`src/rtl/if_id_reg.sv`:
```
// IF/ID pipeline register: captures fetched instruction/PC, flags fetch address errors,
// tags delay slots and keeps a saturating stall-cycle counter.
module if_id_reg #(
    parameter logic [31:0] PC_RESET = 32'h0000_3000,
    parameter logic [31:0] IM_BASE  = 32'h0000_3000,
    parameter logic [31:0] IM_LIMIT = 32'h0000_4FFC,
    parameter int unsigned CNT_W    = 32
) (
    input  logic             clk,
    input  logic             reset,
    input  logic             StallD,
    input  logic             FlushD,
    input  logic [31:0]      InstrF,
    input  logic [31:0]      PCF,
    input  logic             IsBJD,
    output logic [31:0]      InstrD,
    output logic [31:0]      PCD,
    output logic [31:0]      PC8D,
    output logic [4:0]       ExcCodeD,
    output logic             BDD,
    output logic             ValidD,
    output logic [CNT_W-1:0] StallCnt
);

    localparam logic [4:0] ExcNone = 5'd0;
    localparam logic [4:0] ExcAdEL = 5'd4;

    logic [31:0]      instr_q, instr_d;
    logic [31:0]      pc_q, pc_d;
    logic [4:0]       exc_q, exc_d;
    logic             bd_q, bd_d;
    logic             valid_q, valid_d;
    logic [CNT_W-1:0] cnt_q, cnt_d;
    logic             fetch_err;

    assign fetch_err = (PCF[1:0] != 2'b00) || (PCF < IM_BASE) || (PCF > IM_LIMIT);

    always_comb begin
        instr_d = instr_q;
        pc_d    = pc_q;
        exc_d   = exc_q;
        bd_d    = bd_q;
        valid_d = valid_q;
        cnt_d   = cnt_q;
        if (FlushD) begin
            instr_d = 32'd0;
            pc_d    = PCF;
            exc_d   = ExcNone;
            bd_d    = 1'b0;
            valid_d = 1'b0;
        end else if (StallD) begin
            if (cnt_q != {CNT_W{1'b1}}) begin
                cnt_d = cnt_q + {{(CNT_W-1){1'b0}}, 1'b1};
            end
        end else begin
            pc_d    = PCF;
            bd_d    = IsBJD;
            valid_d = 1'b1;
            // A faulting fetch stays valid so the exception reaches CP0, but decodes as nop.
            if (fetch_err) begin
                exc_d   = ExcAdEL;
                instr_d = 32'd0;
            end else begin
                exc_d   = ExcNone;
                instr_d = InstrF;
            end
        end
    end

    always_ff @(posedge clk) begin
        if (reset) begin
            instr_q <= 32'd0;
            pc_q    <= PC_RESET;
            exc_q   <= ExcNone;
            bd_q    <= 1'b0;
            valid_q <= 1'b0;
            cnt_q   <= '0;
        end else begin
            instr_q <= instr_d;
            pc_q    <= pc_d;
            exc_q   <= exc_d;
            bd_q    <= bd_d;
            valid_q <= valid_d;
            cnt_q   <= cnt_d;
        end
    end

    assign InstrD   = instr_q;
    assign PCD      = pc_q;
    assign PC8D     = pc_q + 32'd8;
    assign ExcCodeD = exc_q;
    assign BDD      = bd_q;
    assign ValidD   = valid_q;
    assign StallCnt = cnt_q;

endmodule

```
`config.mk`:
```
export PLATFORM = sky130hd
export DESIGN_NAME = if_id_reg
export DESIGN_NICKNAME = d
export VERILOG_FILES = /design/src/rtl/if_id_reg.sv
export SDC_FILE = /design/constraint.sdc
export NUM_CORES = 1
export LEC_CHECK = 0
export ABC_CLOCK_PERIOD_IN_PS = 2900
export BUFFER_PORTS_ARGS = -buffer_cell sky130_fd_sc_hd__buf_4
export CORE_MARGIN = 4
export CORE_UTILIZATION = 47
export DETAILED_ROUTE_END_ITERATION = 7
export PLACE_DENSITY = 0.87
export SLEW_MARGIN = 20
export SYNTH_ARGS = -nofsm -noshare
export SYNTH_HDL_FRONTEND = slang
export SYNTH_SLANG_ARGS = --single-unit
```
`constraint.sdc`:
```
create_clock -name clk -period 2.9 [get_ports clk]
set_input_delay 0.58 -clock clk [delete_from_list [all_inputs] [get_ports clk]]
set_output_delay 0.58 -clock clk [all_outputs]
set_load 0.05 [all_outputs]
```
==> results of run 1 <==
final cells by class:
cell class                      instances  area share
Inverter                                4     0.00229
Clock buffer                            9      0.0189
Tap cell                              129      0.0246
Multi-Input combinational cell        418       0.404
Timing Repair Buffer                  208       0.238
Sequential cell                        99       0.303
Clock inverter                          7     0.00916
through the flow:
| stage | hold slack (ns) | setup slack, ns | util | instance area, sq um | cells |
|---|---|---|---|---|---|
| 3_5_place_dp | 0.460 | 0.376 | 0.673 | 6340 | 858 |
| 3_3_place_gp | 0.447 | 0.463 | 0.673 | 6340 | 858 |
| 5_1_grt | 0.416 | 0.0196 | 0.696 | 6560 | 874 |
| 6_report | 0.442 | 0.159 | 0.696 | 6560 | 874 |
| 2_1_floorplan | 0.659 | -0.0114 | - | 4780 | 557 |
| 4_1_cts | 0.421 | 0.0158 | 0.693 | 6520 | 874 |
how the worst max path moves through the flow:
stage	slack, ns	end	start	cells after the start
after global routing	0.02	PC8D[31]	PCD[3]	7
after floorplan	-0.01	PC8D[29]	PCD[3]	6
after detailed placement	0.38	PC8D[26]	PCD[7]	7
after CTS	0.02	PC8D[26]	PCD[9]	7
final	0.16	PC8D[31]	PCD[3]	7
after global placement	0.46	PC8D[26]	PCD[6]	7
power breakdown:
part | leakage, uW | switching [uW] | internal, uW
Clock | 0.0000840 | 499 | 324
Sequential | 0.000808 | 54.3 | 1400
Combinational | 0.00204 | 393 | 214
sequential cells by signal, indices dropped and copies added (netlist names):
register	cells
ExcCodeD	1
StallCnt	32
InstrD	32
ValidD	1
BDD	1
PCD	32
synth_stat cells, types with 2 or more instances:
cell type,count,area share
a211oi_1,4,0.0065
a21oi_1,46,0.050
a311oi_1,2,0.0038
a31o_2,2,0.0038
a31oi_1,3,0.0041
and2_1,7,0.0095
and3_1,12,0.016
and4_1,6,0.011
buf_1,4,0.0033
buf_2,5,0.0054
buf_4,8,0.013
clkbuf_1,19,0.015
dfxtp_1,99,0.43
ha_1,2,0.0054
inv_1,4,0.0033
mux2_2,2,0.0049
mux2i_1,34,0.074
nand2_1,91,0.074
nand2b_1,2,0.0027
nand3_1,22,0.024
nand3b_1,2,0.0033
nand4_1,16,0.022
nor2_1,61,0.050
nor2b_1,4,0.0054
nor3_1,11,0.012
nor4_1,7,0.0095
o21ai_0,9,0.0098
o31ai_1,4,0.0065
or3_1,7,0.0095
or4_1,3,0.0049
xnor2_1,30,0.057
xor2_1,8,0.015
cells by family after synthesis:
family	count (synthesis)
AOI/OAI and AO/OA	75
xor gates and xnor gates	38
adders and majority gates	2
buffers and inverters	40
DFF	99
muxes	37
other	1
and+or+nand+nor	262
layer usage:
layer	track usage	share of wire	up-vias
li1	-	-	2284
met1	0.281	0.40	2183
met2	0.407	0.49	218
met3	0.0602	0.089	30
met4	0.0904	0.023	0
met5	0	0	-
timing repair:
item,4_1_cts,5_1_grt
gates resized for setup,3,7
pin swaps,0,1
endpoints found under the setup margin,2,3
hold buffers,0,0
==> impl_metrics.py, run 1 <==
metrics = {
    "logic_synthesis": {
        "synth_top_family_by_area": "simple AND/OR/NAND/NOR gates",
        "ys_types": 50,
        "synth_warnings": 0,
        "syn_avg_cell_area_sq_um": 8.33,
        "synth_mux_area_frac": 0.0811,
        "synth-seq-area-share": 0.429,
        "synthesis.area_sq_um": 4620,
        "synth_edf_count": 0,
        "synthArstFlopShare": 0,
        "ys_ff_latch": 99,
        "synthAdderAreaFrac": 0.00542,
        "synthCells": 554,
        "yosys.area_share.simple": 0.278,
        "synth_ff_type": "dfxtp_1",
        "synth_compound_area_frac": 0.0930,
        "synth-xor-area-share": 0.0721,
    },
    "setup_path": {
        "path_class": "reg -> out",
        "crit_fanout": 5,
        "rrSetupSlack_ns": 0.70,
        "crit_arrival_ns": 2.16,
        "required_ns": 2.32,
        "r2r_cells": 6,
        "crit_family": "simple AND/OR/NAND/NOR gates",
        "end_kind": "primary output",
        "slowest_delay_ns": 0.44,
        "cp-start-kind": "flip-flop",
        "cp_slowest_cell": "dfxtp_1",
        "r2r_end": "StallCnt[28]",
        "reg2reg_from": "StallCnt[10]",
        "critical_path_buf_inv_count": 1,
        "crit_chain": "ha_1 -> nand2_1 -> nor3_2 -> and3_2 -> nand3_1 -> xnor2_4 -> buf_4",
    },
    "timing": {
        "finalCritPeriodShare": 0.945,
        "finClkSkew_ns": 0.0179,
        "hold_viol_final": 0,
        "max_freq_mhz": 365,
        "period_minus_slack_ns": 2.74,
        "tightest_slew_ns": 0.763,
        "rsz0062_at_grt": "false",
        "relSlewSlack": 0.489,
        "setup_tns_ns": 0,
        "drv_slew": 0,
        "setup_viol": 0,
    },
    "die": {
        "chipWidth_um": 107,
        "coreArea_sq_um": 9420,
        "dieArea_sq_um": 11500,
        "fp.dieH_um": 107,
        "start_util": 0.490,
        "ios": 204,
        "rows": 35,
    },
    "layout": {
        "nNetsFinal": 811,
        "final_common_cell": "buf_4",
        "multiInputGateArea_sq_um": 2650,
        "final-seq-area_sq_um": 1990,
        "fillerInstances": 730,
        "drive_above_1_share": 0.356,
        "area_growth_syn_to_layout_pct": 42.0,
        "layout_common_cells": "buf_4, dfxtp_1, nand2_1",
        "n_antenna_cell": 0,
    },
    "global_routing": {
        "grt_max_degree": 38,
        "grtUsageTotal": 0.236,
        "grt-ovfl-total": 0,
        "antenna_found_initial": 0,
        "grt_pass1_wl_um": 22300,
        "grt_pass1_vias": 4518,
    },
    "placed_design": {
        "place_hpwl_um": 10600,
        "gp_congestion": 0.857,
        "portBuffers": 199,
    },
    "clocking": {
        "cts_made_buffers": 9,
        "clkSinkCount": 99,
        "path_clk_slew_ns": 0.11,
        "clockRootBuffer": "clkbuf_8",
        "tritoncts": "done",
        "cts_setup_buffers": 0,
        "htree_levels": 3,
        "cts.path.max_buffers": 2,
        "worstSkewPairLatency_ns": 0.35,
    },
    "drt": {
        "viasPerCell": 5.39,
        "wire_per_inst_um": 15.8,
        "drtIter0Drc": 298,
        "drt-total-wl_um": 13800,
        "drc": 0,
        "route.vias.total": 4715,
        "drt-pass1-iter-count": 5,
        "final_antenna_net_count": 0,
    },
    "power": {
        "p_per_area_nw_per_um2": 440,
        "peakVddDrop_uv": 262,
        "p_leak_uw": 0.00293,
        "finalPower_uw": 2880,
    },
    "min_path": {
        "min_to": "BDD",
        "hp-class": "in -> reg",
        "hold_start": "FlushD",
        "min_path_cells": 2,
    },
    "job": {
        "maxCapViolCount": 0,
    },
    "status": {
        "run_status": "completed",
    },
}
No activity file was read; power rests on OpenSTA's default activity.
==> run 2, diff against run 1 <==
==> config.mk (replaced) <==
export PLATFORM = sky130hd
export DESIGN_NAME = if_id_reg
export DESIGN_NICKNAME = d
export VERILOG_FILES = /design/src/rtl/if_id_reg.sv
export SDC_FILE = /design/constraint.sdc
export NUM_CORES = 1
export LEC_CHECK = 0
export ABC_CLOCK_PERIOD_IN_PS = 3000
export BUFFER_PORTS_ARGS = -buffer_cell sky130_fd_sc_hd__buf_4
export CORE_MARGIN = 4
export CORE_UTILIZATION = 47
export DETAILED_ROUTE_END_ITERATION = 7
export PLACE_DENSITY = 0.8
export SLEW_MARGIN = 40
export SYNTH_ARGS = -nofsm -noshare
export SYNTH_HDL_FRONTEND = slang
export SYNTH_SLANG_ARGS = --single-unit
==> constraint.sdc (replaced) <==
create_clock -name clk -period 3 [get_ports clk]
set_input_delay 0.6 -clock clk [delete_from_list [all_inputs] [get_ports clk]]
set_output_delay 0.6 -clock clk [all_outputs]
set_load 0.05 [all_outputs]
==> impl_metrics.py, run 2 (synthesized netlist as in run 1, its figures left out) <==
metrics = {
    "clocking": {
        "cts_setup_buffers": 0,
        "worstSkewPairLatency_ns": 0.36,
        "tritoncts": "done",
        "clockRootBuffer": "clkbuf_8",
        "cts_made_buffers": 9,
        "path_clk_slew_ns": 0.10,
        "htree_levels": 3,
        "clkSinkCount": 99,
        "cts.path.max_buffers": 2,
    },
    "min_path": {
        "hp-class": "in -> reg",
        "hold_start": "FlushD",
    },
    "placed_design": {
        "portBuffers": 199,
        "dp_slack_ns": 0.470,
        "placed_cell_area_sq_um": 6310,
        "place_inst": 857,
        "gp_congestion": 0.898,
        "place_hpwl_um": 10600,
    },
    "setup_path": {
        "end_kind": "primary output",
        "required_ns": 2.40,
        "crit_arrival_ns": 2.23,
        "reg2reg_from": "StallCnt[10]",
        "crit_fanout": 5,
        "crit_chain": "ha_1 -> nand2_1 -> nor3_2 -> and3_1 -> nand3_1 -> xnor2_4 -> buf_4",
        "crit_path_start": "PCD[3]",
        "cp_slowest_cell": "dfxtp_1",
        "cp-start-kind": "flip-flop",
        "slowest_delay_ns": 0.41,
        "path_class": "reg -> out",
    },
    "drt": {
        "viasPerCell": 5.37,
        "route.vias.total": 4689,
        "drt-pass1-iter-count": 5,
        "drc": 0,
        "drtIter0Drc": 190,
        "drt-total-wl_um": 13600,
        "wire_per_inst_um": 15.6,
        "final_antenna_net_count": 0,
    },
    "power": {
        "peakVddDrop_uv": 289,
        "p_leak_uw": 0.00294,
        "p_per_area_nw_per_um2": 441,
        "finalPower_uw": 2880,
    },
    "global_routing": {
        "grt_pass1_wl_um": 21600,
        "grt-ovfl-total": 0,
        "grtUsageTotal": 0.228,
        "grt_max_degree": 49,
        "antenna_found_initial": 0,
        "grt_pass1_vias": 4490,
    },
    "layout": {
        "design_area_sq_um": 6530,
        "n_antenna_cell": 0,
        "stdcell_count": 873,
        "layout_common_cells": "buf_4, dfxtp_1, nand2_1",
        "final_common_cell": "buf_4",
        "nNetsFinal": 810,
        "area_growth_syn_to_layout_pct": 41.5,
        "drive_above_1_share": 0.344,
    },
    "timing": {
        "period_minus_slack_ns": 2.83,
        "hold_slack_ns": 0.464,
        "relSlewSlack": 0.483,
        "finClkSkew_ns": 0.00849,
        "finalCritPeriodShare": 0.944,
        "max_freq_mhz": 353,
        "hold_viol_final": 0,
        "finalWorstSetupSlack_ns": 0.169,
        "setup_viol": 0,
        "drv_slew": 0,
        "tightest_slew_ns": 0.773,
        "rsz0062_at_grt": "false",
    },
    "die": {
        "ios": 204,
        "fp.dieH_um": 107,
        "coreArea_sq_um": 9420,
        "start_util": 0.490,
        "dieArea_sq_um": 11500,
        "rows": 35,
        "chipWidth_um": 107,
    },
    "status": {
        "run_status": "completed",
    },
    "job": {
        "maxCapViolCount": 0,
    },
}
## run 2: changes by cell type in the layout (fill, tap and decap cells not counted), sizes merged
| cell | before | now |
|---|---|---|
| clkinvlp | 3 | 2 |
| bufinv | 0 | 1 |
| buf | 208 | 207 |
| clkinv | 2 | 1 |
| inv | 6 | 7 |
## run 2: power by group
group          internal [uW]  total [uW]  switching, uW
combinational            205         580            375
clock                    402         896            494
sequential              1350        1400           51.2
total                   1960        2880            920
## run 2: critical path, delay by kind of cell (launching register included)
kind / cells / cell delay [ns]
adders and majority gates: 1 / 0.24
and+or+nand+nor: 4 / 0.83
buffers and inverters: 1 / 0.21
DFF: 1 / 0.41
xor gates and xnor gates: 1 / 0.17
## run 2: per-stage QoR
stage | setup TNS (ns) | utilization
after floorplan | -0.102 | -
after detailed placement | 0 | 0.670
after CTS | 0 | 0.693
after global placement | 0 | 0.670
final | 0 | 0.694
after global routing | 0 | 0.694
## run 2: final cells by class
class | count | area (sq um)
inverter | 4 | 15.0
tap | 129 | 161
multi-input combinational | 418 | 2610
sequential | 99 | 1990
fill | 771 | 2890
timing repair buffer | 207 | 1550
clock inverter | 7 | 85.1
clock buffer | 9 | 124
## run 2: repair_timing
action / in CTS / in global routing
setup endpoints to repair: 0 / 5
hold buffers: 0 / 0
resized for setup: 0 / 4
## run 2: worst paths after layout
| kind | to | slack [ns] | depth (start not counted) |
|---|---|---|---|
| worst max-delay path | PC8D[31] | 0.17 | 7 |
| worst max register to register | StallCnt[28] | 0.61 | 5 |
| worst min register to register | ValidD | 0.48 | 2 |
| worst min-delay path | BDD | 0.46 | 2 |
## run 2: metal layers
metal / up-vias / part of all wire / GRT usage
met4: 0 / 0.015 / 0.0639
li1: 2277 / - / -
met5: - / 0 / 0
met2: 222 / 0.49 / 0.390
met3: 22 / 0.11 / 0.0759
met1: 2168 / 0.39 / 0.274
